$ cat src/rtl/phase_gen.sv
// phase_gen: N-phase non-overlapping clock-enable generator with run/step control, frame counter and sync.
// Latency 1 cycle from RUN/STEP sample to PH[0]; no backpressure. Optional macro PHASE_GEN_RTCFG_EN adds PW_CFG/GW_CFG.
module phase_gen #(
  parameter int PHASES  = 2,
  parameter int PHASE_W = 1,
  parameter int GAP_W   = 1,
  parameter int CNT_W   = 8
) (
  input  logic              CLK,
  input  logic              RST,
  input  logic              RUN,
  input  logic              STEP,
`ifdef PHASE_GEN_RTCFG_EN
  input  logic [7:0]        PW_CFG,
  input  logic [7:0]        GW_CFG,
`endif
  output logic [PHASES-1:0] PH,
  output logic              O_S,
  output logic              SYNC,
  output logic              BUSY,
  output logic [CNT_W-1:0]  MCYC
);

  localparam int KW = (PHASES > 1) ? $clog2(PHASES) : 1;
  localparam logic [KW-1:0]     K_LAST = KW'(PHASES - 1);
  localparam logic [PHASES-1:0] PH_ONE = PHASES'(1);

  typedef enum logic [1:0] {S_IDLE, S_ACTIVE, S_GAP} state_t;

  state_t            r_state;
  logic [KW-1:0]     r_k;
  logic [7:0]        r_cnt;
  logic [PHASES-1:0] r_ph;
  logic              r_os;
  logic              r_sync;
  logic              r_busy;
  logic [CNT_W-1:0]  r_mcyc;

  logic [7:0] w_pw;
  logic [7:0] w_gw;

`ifdef PHASE_GEN_RTCFG_EN
  // Per-frame widths, captured whenever a frame starts.
  logic [7:0] r_pw;
  logic [7:0] r_gw;
  assign w_pw = r_pw;
  assign w_gw = r_gw;
`else
  assign w_pw = 8'(PHASE_W);
  assign w_gw = 8'(GAP_W);
`endif

  logic w_act_done;
  logic w_gap_done;
  logic w_last;
  logic w_frame_end;
  logic w_start;
  logic w_next_ph;

  assign w_act_done  = (r_state == S_ACTIVE) && (r_cnt == w_pw - 8'd1);
  assign w_gap_done  = (r_state == S_GAP) && (r_cnt == w_gw - 8'd1);
  assign w_last      = (r_k == K_LAST);
  assign w_frame_end = w_last && ((w_act_done && (w_gw == 8'd0)) || w_gap_done);
  assign w_start     = ((r_state == S_IDLE) && (RUN || STEP)) || (w_frame_end && RUN);
  assign w_next_ph   = !w_last && ((w_act_done && (w_gw == 8'd0)) || w_gap_done);

  always_ff @(posedge CLK) begin
    if (RST) begin
      r_state <= S_IDLE;
      r_k     <= '0;
      r_cnt   <= 8'd0;
      r_ph    <= '0;
      r_os    <= 1'b1;
      r_sync  <= 1'b0;
      r_busy  <= 1'b0;
      r_mcyc  <= '0;
`ifdef PHASE_GEN_RTCFG_EN
      r_pw    <= 8'(PHASE_W);
      r_gw    <= 8'(GAP_W);
`endif
    end else begin
      r_sync <= 1'b0;
      if (w_frame_end) begin
        r_os   <= ~r_os;
        r_mcyc <= r_mcyc + CNT_W'(1);
      end
      if (w_start) begin
        r_state <= S_ACTIVE;
        r_k     <= '0;
        r_cnt   <= 8'd0;
        r_ph    <= PH_ONE;
        r_sync  <= 1'b1;
        r_busy  <= 1'b1;
`ifdef PHASE_GEN_RTCFG_EN
        r_pw    <= (PW_CFG == 8'd0) ? 8'd1 : PW_CFG;
        r_gw    <= GW_CFG;
`endif
      end else if (w_frame_end) begin
        r_state <= S_IDLE;
        r_k     <= '0;
        r_cnt   <= 8'd0;
        r_ph    <= '0;
        r_busy  <= 1'b0;
      end else if (w_next_ph) begin
        r_state <= S_ACTIVE;
        r_k     <= r_k + 1'b1;
        r_cnt   <= 8'd0;
        r_ph    <= PH_ONE << (r_k + 1'b1);
      end else if (w_act_done) begin
        r_state <= S_GAP;
        r_cnt   <= 8'd0;
        r_ph    <= '0;
      end else if (r_state != S_IDLE) begin
        r_cnt   <= r_cnt + 8'd1;
      end
    end
  end

  assign PH   = r_ph;
  assign O_S  = r_os;
  assign SYNC = r_sync;
  assign BUSY = r_busy;
  assign MCYC = r_mcyc;

endmodule
$ cat config.mk
export PLATFORM = sky130hd
export DESIGN_NAME = phase_gen
export DESIGN_NICKNAME = d
export VERILOG_FILES = /design/src/rtl/phase_gen.sv
export SDC_FILE = /design/constraint.sdc
export NUM_CORES = 1
export LEC_CHECK = 0
export ABC_AREA = 1
export CAP_MARGIN = 0
export CORE_AREA = 2 2 50 52
export CTS_BUF_LIST = sky130_fd_sc_hd__clkbuf_4 sky130_fd_sc_hd__clkbuf_8
export DETAILED_ROUTE_END_ITERATION = 10
export DIE_AREA = 0 0 52 54
export GPL_ROUTABILITY_DRIVEN = 0
export PLACE_DENSITY = 0.78
export SKIP_LAST_GASP = 1
export SLEW_MARGIN = 10
export SYNTH_ARGS = -nofsm -noshare
export SYNTH_HDL_FRONTEND = slang
export SYNTH_SLANG_ARGS = --single-unit
$ cat constraint.sdc
create_clock -name CLK -period 1.8 [get_ports CLK]
set_input_delay 0.27 -clock CLK [delete_from_list [all_inputs] [get_ports CLK]]
set_output_delay 0.27 -clock CLK [all_outputs]
set_load 0.02 [all_outputs]
==> out/qor.csv, run 1 <==
stage,metric,value,unit
worst_setup_path,worst-path maximum fanout,6,
power,clock share of power,34.6,%
layout,fill count,199,
grt,first-pass GRT wire length,3860,µm
timing,clk_skew,0.0158,ns
grt,GRT Overall Usage,18.8,%
timing,"Period Utilization, post-route",93.8,%
worst_setup_path,Crit-path slowest cell,clkdlybuf4s50_1,
layout,nets,175,
clock_network,post_cts resized,0,
grt,vias in the first global route,988,
timing,worst rel slew slack,75.7,%
clock_network,Clock Latency Late Sink,0.32,ns
power,Reg power frac,50.7,%
synth,Synth top cells by count,"nand2_1 (33), dfxtp_1 (24), nor2_1 (21)",
clock_network,Post-CTS Setup Repair Bufs,0,
hold_path,Worst Hold Class,register to register,
layout,layout cell share with drive strength beyond 1,9.58,%
power,Net Switching,0.278,mW
timing,Final Setup Violations,0,
routing,Vias/cell,5.13,
power,Comb pwr share,14.7,%
power,peak supply drop,0.481,mV
worst_setup_path,CP Cell Sequence,clkdlybuf4s50_1,
synth,"FFs w/ async S/R, synth",0,%
timing,Least-Margin Pin Slew,0.362,ns
layout,Antenna diodes,0,
synth,number of distinct library cells after synthesis,27,
grt,largest net degree at the start of global routing,15,
routing,vias,1010,
place,# port buffers,16,
synth,"count leader, synth",nand2_1,
place,post-detail-place hpwl,1680,µm
clock_network,clock slew at reported path FFs,0.14,ns
synth,Ys Warns,0,
clock_network,clock buffer depth,2,
routing,DRT iter0 DRCs,5,
routing,router iterations before antenna repair,4,
worst_setup_path,"CP delay by family, top",buffers and inverters,
worst_setup_path,kind of end point of the critical path,output pin,
power,Pwr per Cell Area,808,nW/µm²
power,Internal Power,0.847,mW
grt,total grt overflow,0,
synth,Post-Syn Area per Cell,7.77,µm²
flow_run,number of max-cap violations,0,
worst_setup_path,required time of the worst setup path,1.53,ns
timing,Max Fclk,592,MHz
timing,Tmin final,1.69,ns
die,Die Y,54,µm
clock_network,Clock Tree Root,clkbuf_4,
clock_network,CTS tree,done,
layout,fin util,60.0,%
layout,area grow syn2layout,21.1,%
die,Core Area,2320,µm²
routing,Routed WL,2220,µm
power,Pleak,0.530,nW
clock_network,Clock Sinks,24,
synth,top post-synthesis cells by area,"dfxtp_1 (42%), nand2_1 (11%), nor2_1 (6.9%)",
die,# rows,18,
synth,share of the synthesized area in the top cell type,41.8,%
synth,Synth Register Bits,24,
die,die area,2810,µm²
worst_setup_path,Buf/Inv on CP,1,
clock_network,CTS buffer count,3,
routing,Post-DRT Antenna Nets,0,
synth,Cells after Synth,148,
timing,Post-Route Setup TNS,0,ns
synth,sequential share of the synthesized area,41.8,%
die,I/O pins,17,
routing,# DRC,0,
worst_setup_path,Max stage delay on crit path,0.64,ns
power,Net Sw Frac,24.7,%
die,Die Wd,52,µm
timing,RSZ-0062 raised after global routing,no,
worst_setup_path,CP Launch Type,register,
grt,initial antenna violation count,0,
worst_setup_path,WP data arrival,1.42,ns
run_status,status,finished clean,
clock_network,H-Tree Depth,1,
place,post-placement cell count,193,
die,Starting Density,49.6,%
routing,WL/cell,11.3,µm
synth,"EDFF count, synth",0,
timing,Slew Limit Fails,0,
synth,syn nets,155,
synth,Synth Flop Type,dfxtp_1,
synth,dominant cell type by area after synthesis,dfxtp_1,
clock_network,cts hold-fix bufs,0,
timing,Fin. Hold Viols,0,
layout,"non-filler cells, final",197,
synth,Mapped Area,1150,µm²
worst_setup_path,Crit Path Category,register to output pin,
-- routing by layer --
metal	part of all wire [%]	vias to the layer above	GRT usage, %
li1	-	517	-
met5	0	-	0
met1	42	473	18.1
met4	1.8	0	9.65
met2	53	15	37.6
met3	2.4	5	3.33
-- state kept, by name, summed over array words and instances (netlist names) --
register	count
BUSY	1
MCYC	8
O_S	1
PH	2
SYNC	1
r_cnt	8
r_k	1
r_state	2
-- cell type report --
type / instances / area (µm²) / area share (%)
clock buffers: 3 / 22.5 / 1.62
clock inverters: 1 / 30.0 / 2.16
inverters: 13 / 48.8 / 3.50
multi-input cells: 109 / 606 / 43.5
flip-flops and latches: 24 / 480 / 34.5
well taps: 30 / 37.5 / 2.70
repair buffers: 17 / 168 / 12.0
-- power groups by stage --
stage | registers [mW] | clock network [mW] | logic (mW)
after CTS | 0.571 | 0.401 | 0.167
final | 0.571 | 0.389 | 0.165
after global placement | 0.582 | 0 | 0.162
after global routing | 0.574 | 0.421 | 0.178
after floorplan | 0.596 | 0 | 0.0978
after detailed placement | 0.582 | 0 | 0.166
-- stage by stage --
| stage | setup slack (ns) | area [µm²] | power [mW] | hold WS [ns] |
|---|---|---|---|---|
| finish | 0.112 | 1390 | 1.12 | 0.479 |
| global route | 0.0508 | 1390 | 1.17 | 0.520 |
| CTS | 0.0983 | 1390 | 1.14 | 0.483 |
| detailed placement | 0.251 | 1340 | 0.748 | 0.462 |
| global placement | 0.348 | 1340 | 0.743 | 0.459 |
| floorplan | 0.496 | 1150 | 0.694 | 0.436 |
-- worst paths after layout --
path                 start        to  slack, ns  cells past startpoint
setup / recovery   MCYC[2]   MCYC[2]       0.11                      1
hold / removal       PH[0]     PH[0]       0.48                      2
setup reg to reg  r_cnt[0]  r_cnt[5]       0.34                      7
hold reg to reg      PH[0]     PH[0]       0.48                      2
-- layout by cell type (no fill, tap or decap), types with 2 or more instances in the layout --
master	instances
nand4_2	2
o21ai_1	3
clkbuf_4	3
dfxtp_1	24
o21bai_1	2
inv_1	11
nor2_1	21
xnor2_1	2
nand2_1	33
nand3_1	11
nor2_2	3
ha_1	3
inv_2	2
clkdlybuf4s50_1	16
a21oi_1	11
xor2_1	7
-- kinds of logic after synthesis --
group / after synthesis / share of synthesized area (%)
adder cells (fa/ha/maj): 3 / 3.26
flip-flops: 24 / 41.8
XOR/XNOR: 9 / 6.86
AO/OA/AOI/OAI: 19 / 9.25
buffers and inverters: 15 / 5.55
multiplexers: 1 / 0.871
AND/OR/NAND/NOR: 77 / 32.4
No activity file was read; power rests on OpenSTA's default activity.
==> inputs of run 2 (changes only) <==
--- a/config.mk
+++ b/config.mk
@@ -7,12 +7,14 @@
 export LEC_CHECK = 0
 export ABC_AREA = 1
 export CAP_MARGIN = 0
-export CORE_AREA = 2 2 50 52
+export CELL_PAD_IN_SITES_DETAIL_PLACEMENT = 0
+export CELL_PAD_IN_SITES_GLOBAL_PLACEMENT = 1
+export CORE_AREA = 2 2 57 59
 export CTS_BUF_LIST = sky130_fd_sc_hd__clkbuf_4 sky130_fd_sc_hd__clkbuf_8
 export DETAILED_ROUTE_END_ITERATION = 10
-export DIE_AREA = 0 0 52 54
+export DIE_AREA = 0 0 59 61
 export GPL_ROUTABILITY_DRIVEN = 0
-export PLACE_DENSITY = 0.78
+export PLACE_DENSITY = 0.8
 export SKIP_LAST_GASP = 1
 export SLEW_MARGIN = 10
 export SYNTH_ARGS = -nofsm -noshare
==> run 2 against run 1 <==
Net effect:
- flip-flop and latch count did not move
- via count fell by 2.5%
- sequential share of layout area rose by 0.31 points
- non-clock buffer count did not move
- fmax fell by 0.87%
- cell area fell by 0.90%
- worst setup slack got worse by 0.015 ns
- power fell by 8.9%
- clock power fell by 26%
- final cell count rose by 1.5%
- sequential power barely moved
- core utilization fell by 13 points
==> out/qor.csv, run 2 (same netlist as run 1, synthesis figures left out) <==
stage,metric,value,unit,change
worst_setup_path,"CP delay by family, top",buffers and inverters,,unchanged
worst_setup_path,FF-to-FF Start,r_cnt[0],,unchanged
hold_path,Worst Hold Class,register to register,,unchanged
die,I/O pins,17,,unchanged
timing,RSZ-0062 raised after global routing,no,,unchanged
place,post-detail-place hpwl,1640,µm,was 1680 µm
run_status,status,finished clean,,unchanged
timing,Max Fclk,587,MHz,was 592 MHz
worst_setup_path,worst-path maximum fanout,6,,unchanged
hold_path,Hold Crit Start,PH[1],,was PH[0]
grt,vias in the first global route,910,,was 988
grt,initial antenna violation count,0,,unchanged
timing,Post-Route Setup TNS,0,ns,unchanged
clock_network,cts hold-fix bufs,0,,unchanged
place,# port buffers,16,,unchanged
routing,vias,985,,was 1010
timing,clk_skew,0.0134,ns,was 0.0158 ns
flow_run,number of max-cap violations,0,,unchanged
layout,"most common cell after layout, fill and taps aside",nand2_1,,unchanged
power,peak supply drop,0.458,mV,was 0.481 mV
timing,Fin. Hold Viols,0,,unchanged
worst_setup_path,Crit Path Category,register to output pin,,unchanged
layout,layout cell share with drive strength beyond 1,9.58,%,unchanged
worst_setup_path,kind of end point of the critical path,output pin,,unchanged
layout,fin util,46.7,%,was 60.0%
clock_network,H-Tree Depth,1,,unchanged
clock_network,Clock Sinks,24,,unchanged
timing,Tmin final,1.70,ns,was 1.69 ns
power,Pleak,0.523,nW,was 0.530 nW
worst_setup_path,required time of the worst setup path,1.53,ns,about the same
grt,first-pass GRT wire length,3770,µm,was 3860 µm
routing,Post-DRT Antenna Nets,0,,unchanged
power,Pwr per Cell Area,743,nW/µm²,was 808 nW/µm²
routing,Routed WL,2180,µm,was 2220 µm
worst_setup_path,R2R cell count,8,,was 7
worst_setup_path,WP data arrival,1.43,ns,was 1.42 ns
grt,largest net degree at the start of global routing,14,,was 15
clock_network,Post-CTS Setup Repair Bufs,0,,unchanged
timing,worst rel slew slack,77.1,%,was 75.7%
timing,Least-Margin Pin Slew,0.341,ns,was 0.362 ns
place,dpl cell area,1340,µm²,about the same
layout,nets,175,,unchanged
timing,hold_ws,0.472,ns,was 0.479 ns
die,Starting Density,38.9,%,was 49.6%
die,Core Area,2950,µm²,was 2320 µm²
layout,Antenna diodes,0,,unchanged
die,# rows,20,,was 18
layout,"Design Area, Final",1380,µm²,was 1390 µm²
clock_network,CTS tree,done,,unchanged
die,Die Wd,59,µm,was 52 µm
worst_setup_path,Max stage delay on crit path,0.65,ns,was 0.64 ns
worst_setup_path,Buf/Inv on CP,1,,unchanged
clock_network,CTS buffer count,3,,unchanged
worst_setup_path,CP Launch Type,register,,unchanged
hold_path,Worst Hold End,PH[1],,was PH[0]
hold_path,hold depth,2,,unchanged
grt,GRT Overall Usage,13.8,%,was 18.8%
die,Die Y,61,µm,was 54 µm
worst_setup_path,Crit-path slowest cell,clkdlybuf4s50_1,,unchanged
clock_network,post_cts resized,0,,unchanged
layout,"commonest cells after routing, fill and taps aside","nand2_1 (33), dfxtp_1 (24), nor2_1 (21), clkdlybuf4s50_1 (16)",,unchanged
timing,Final Setup Violations,0,,unchanged
worst_setup_path,CP Cell Sequence,clkdlybuf4s50_1,,unchanged
clock_network,clock slew at reported path FFs,0.14,ns,about the same
routing,WL/cell,10.9,µm,was 11.3 µm
clock_network,clock buffer depth,2,,unchanged
die,die area,3600,µm²,was 2810 µm²
layout,area grow syn2layout,20.0,%,was 21.1%
routing,# DRC,0,,unchanged
worst_setup_path,reg2reg setup slack,0.32,ns,was 0.34 ns
clock_network,Clock Tree Root,clkbuf_4,,unchanged
routing,Vias/cell,4.93,,was 5.13
routing,router iterations before antenna repair,4,,unchanged
clock_network,Clock Latency Late Sink,0.32,ns,about the same
timing,"Period Utilization, post-route",94.6,%,was 93.8%
routing,DRT iter0 DRCs,34,,was 5
timing,Slew Limit Fails,0,,unchanged
grt,total grt overflow,0,,unchanged
worst_setup_path,capturing point of the worst reg2reg path,MCYC[6],,was r_cnt[5]
## run 2: worst max-delay path by stage
stage               end  depth (start not counted)  slack, ns      from
3_3_place_gp   r_cnt[6]                          4       0.31       RUN
3_5_place_dp   r_cnt[4]                          4       0.27       RUN
2_1_floorplan   MCYC[0]                          8       0.50  r_cnt[0]
4_1_cts         MCYC[2]                          1        0.1   MCYC[2]
6_report        MCYC[2]                          1        0.1   MCYC[2]
5_1_grt         MCYC[4]                          1       0.03   MCYC[4]
## run 2: layout make-up
cell class / instances / area [µm²]
clock buffer: 4 / 36.3
fill: 299 / 1570
inverter: 13 / 48.8
multi-input combinational: 109 / 606
sequential: 24 / 480
tap: 33 / 41.3
timing repair buffer: 17 / 168
## run 2: through the flow
stage / setup slack [ns] / instances / total power, mW
after CTS: 0.0967 / 200 / 1.03
after global routing: 0.0303 / 200 / 1.08
after global placement: 0.308 / 196 / 0.746
after detailed placement: 0.267 / 196 / 0.750
after floorplan: 0.496 / 148 / 0.694
final: 0.0969 / 200 / 1.02
## run 2: routing by layer
metal,part of all wire (%),GRT usage [%],vias to the layer above
li1,-,-,513
met1,44,15.4,455
met2,51,25.6,13
met3,3.4,3.84,4
met4,1.1,3.90,0
met5,0,0,-
## run 2: power by group
group / internal, mW / switching, mW
Sequential: 0.554 / 0.0178
Combinational: 0.0680 / 0.0964
Clock: 0.124 / 0.165
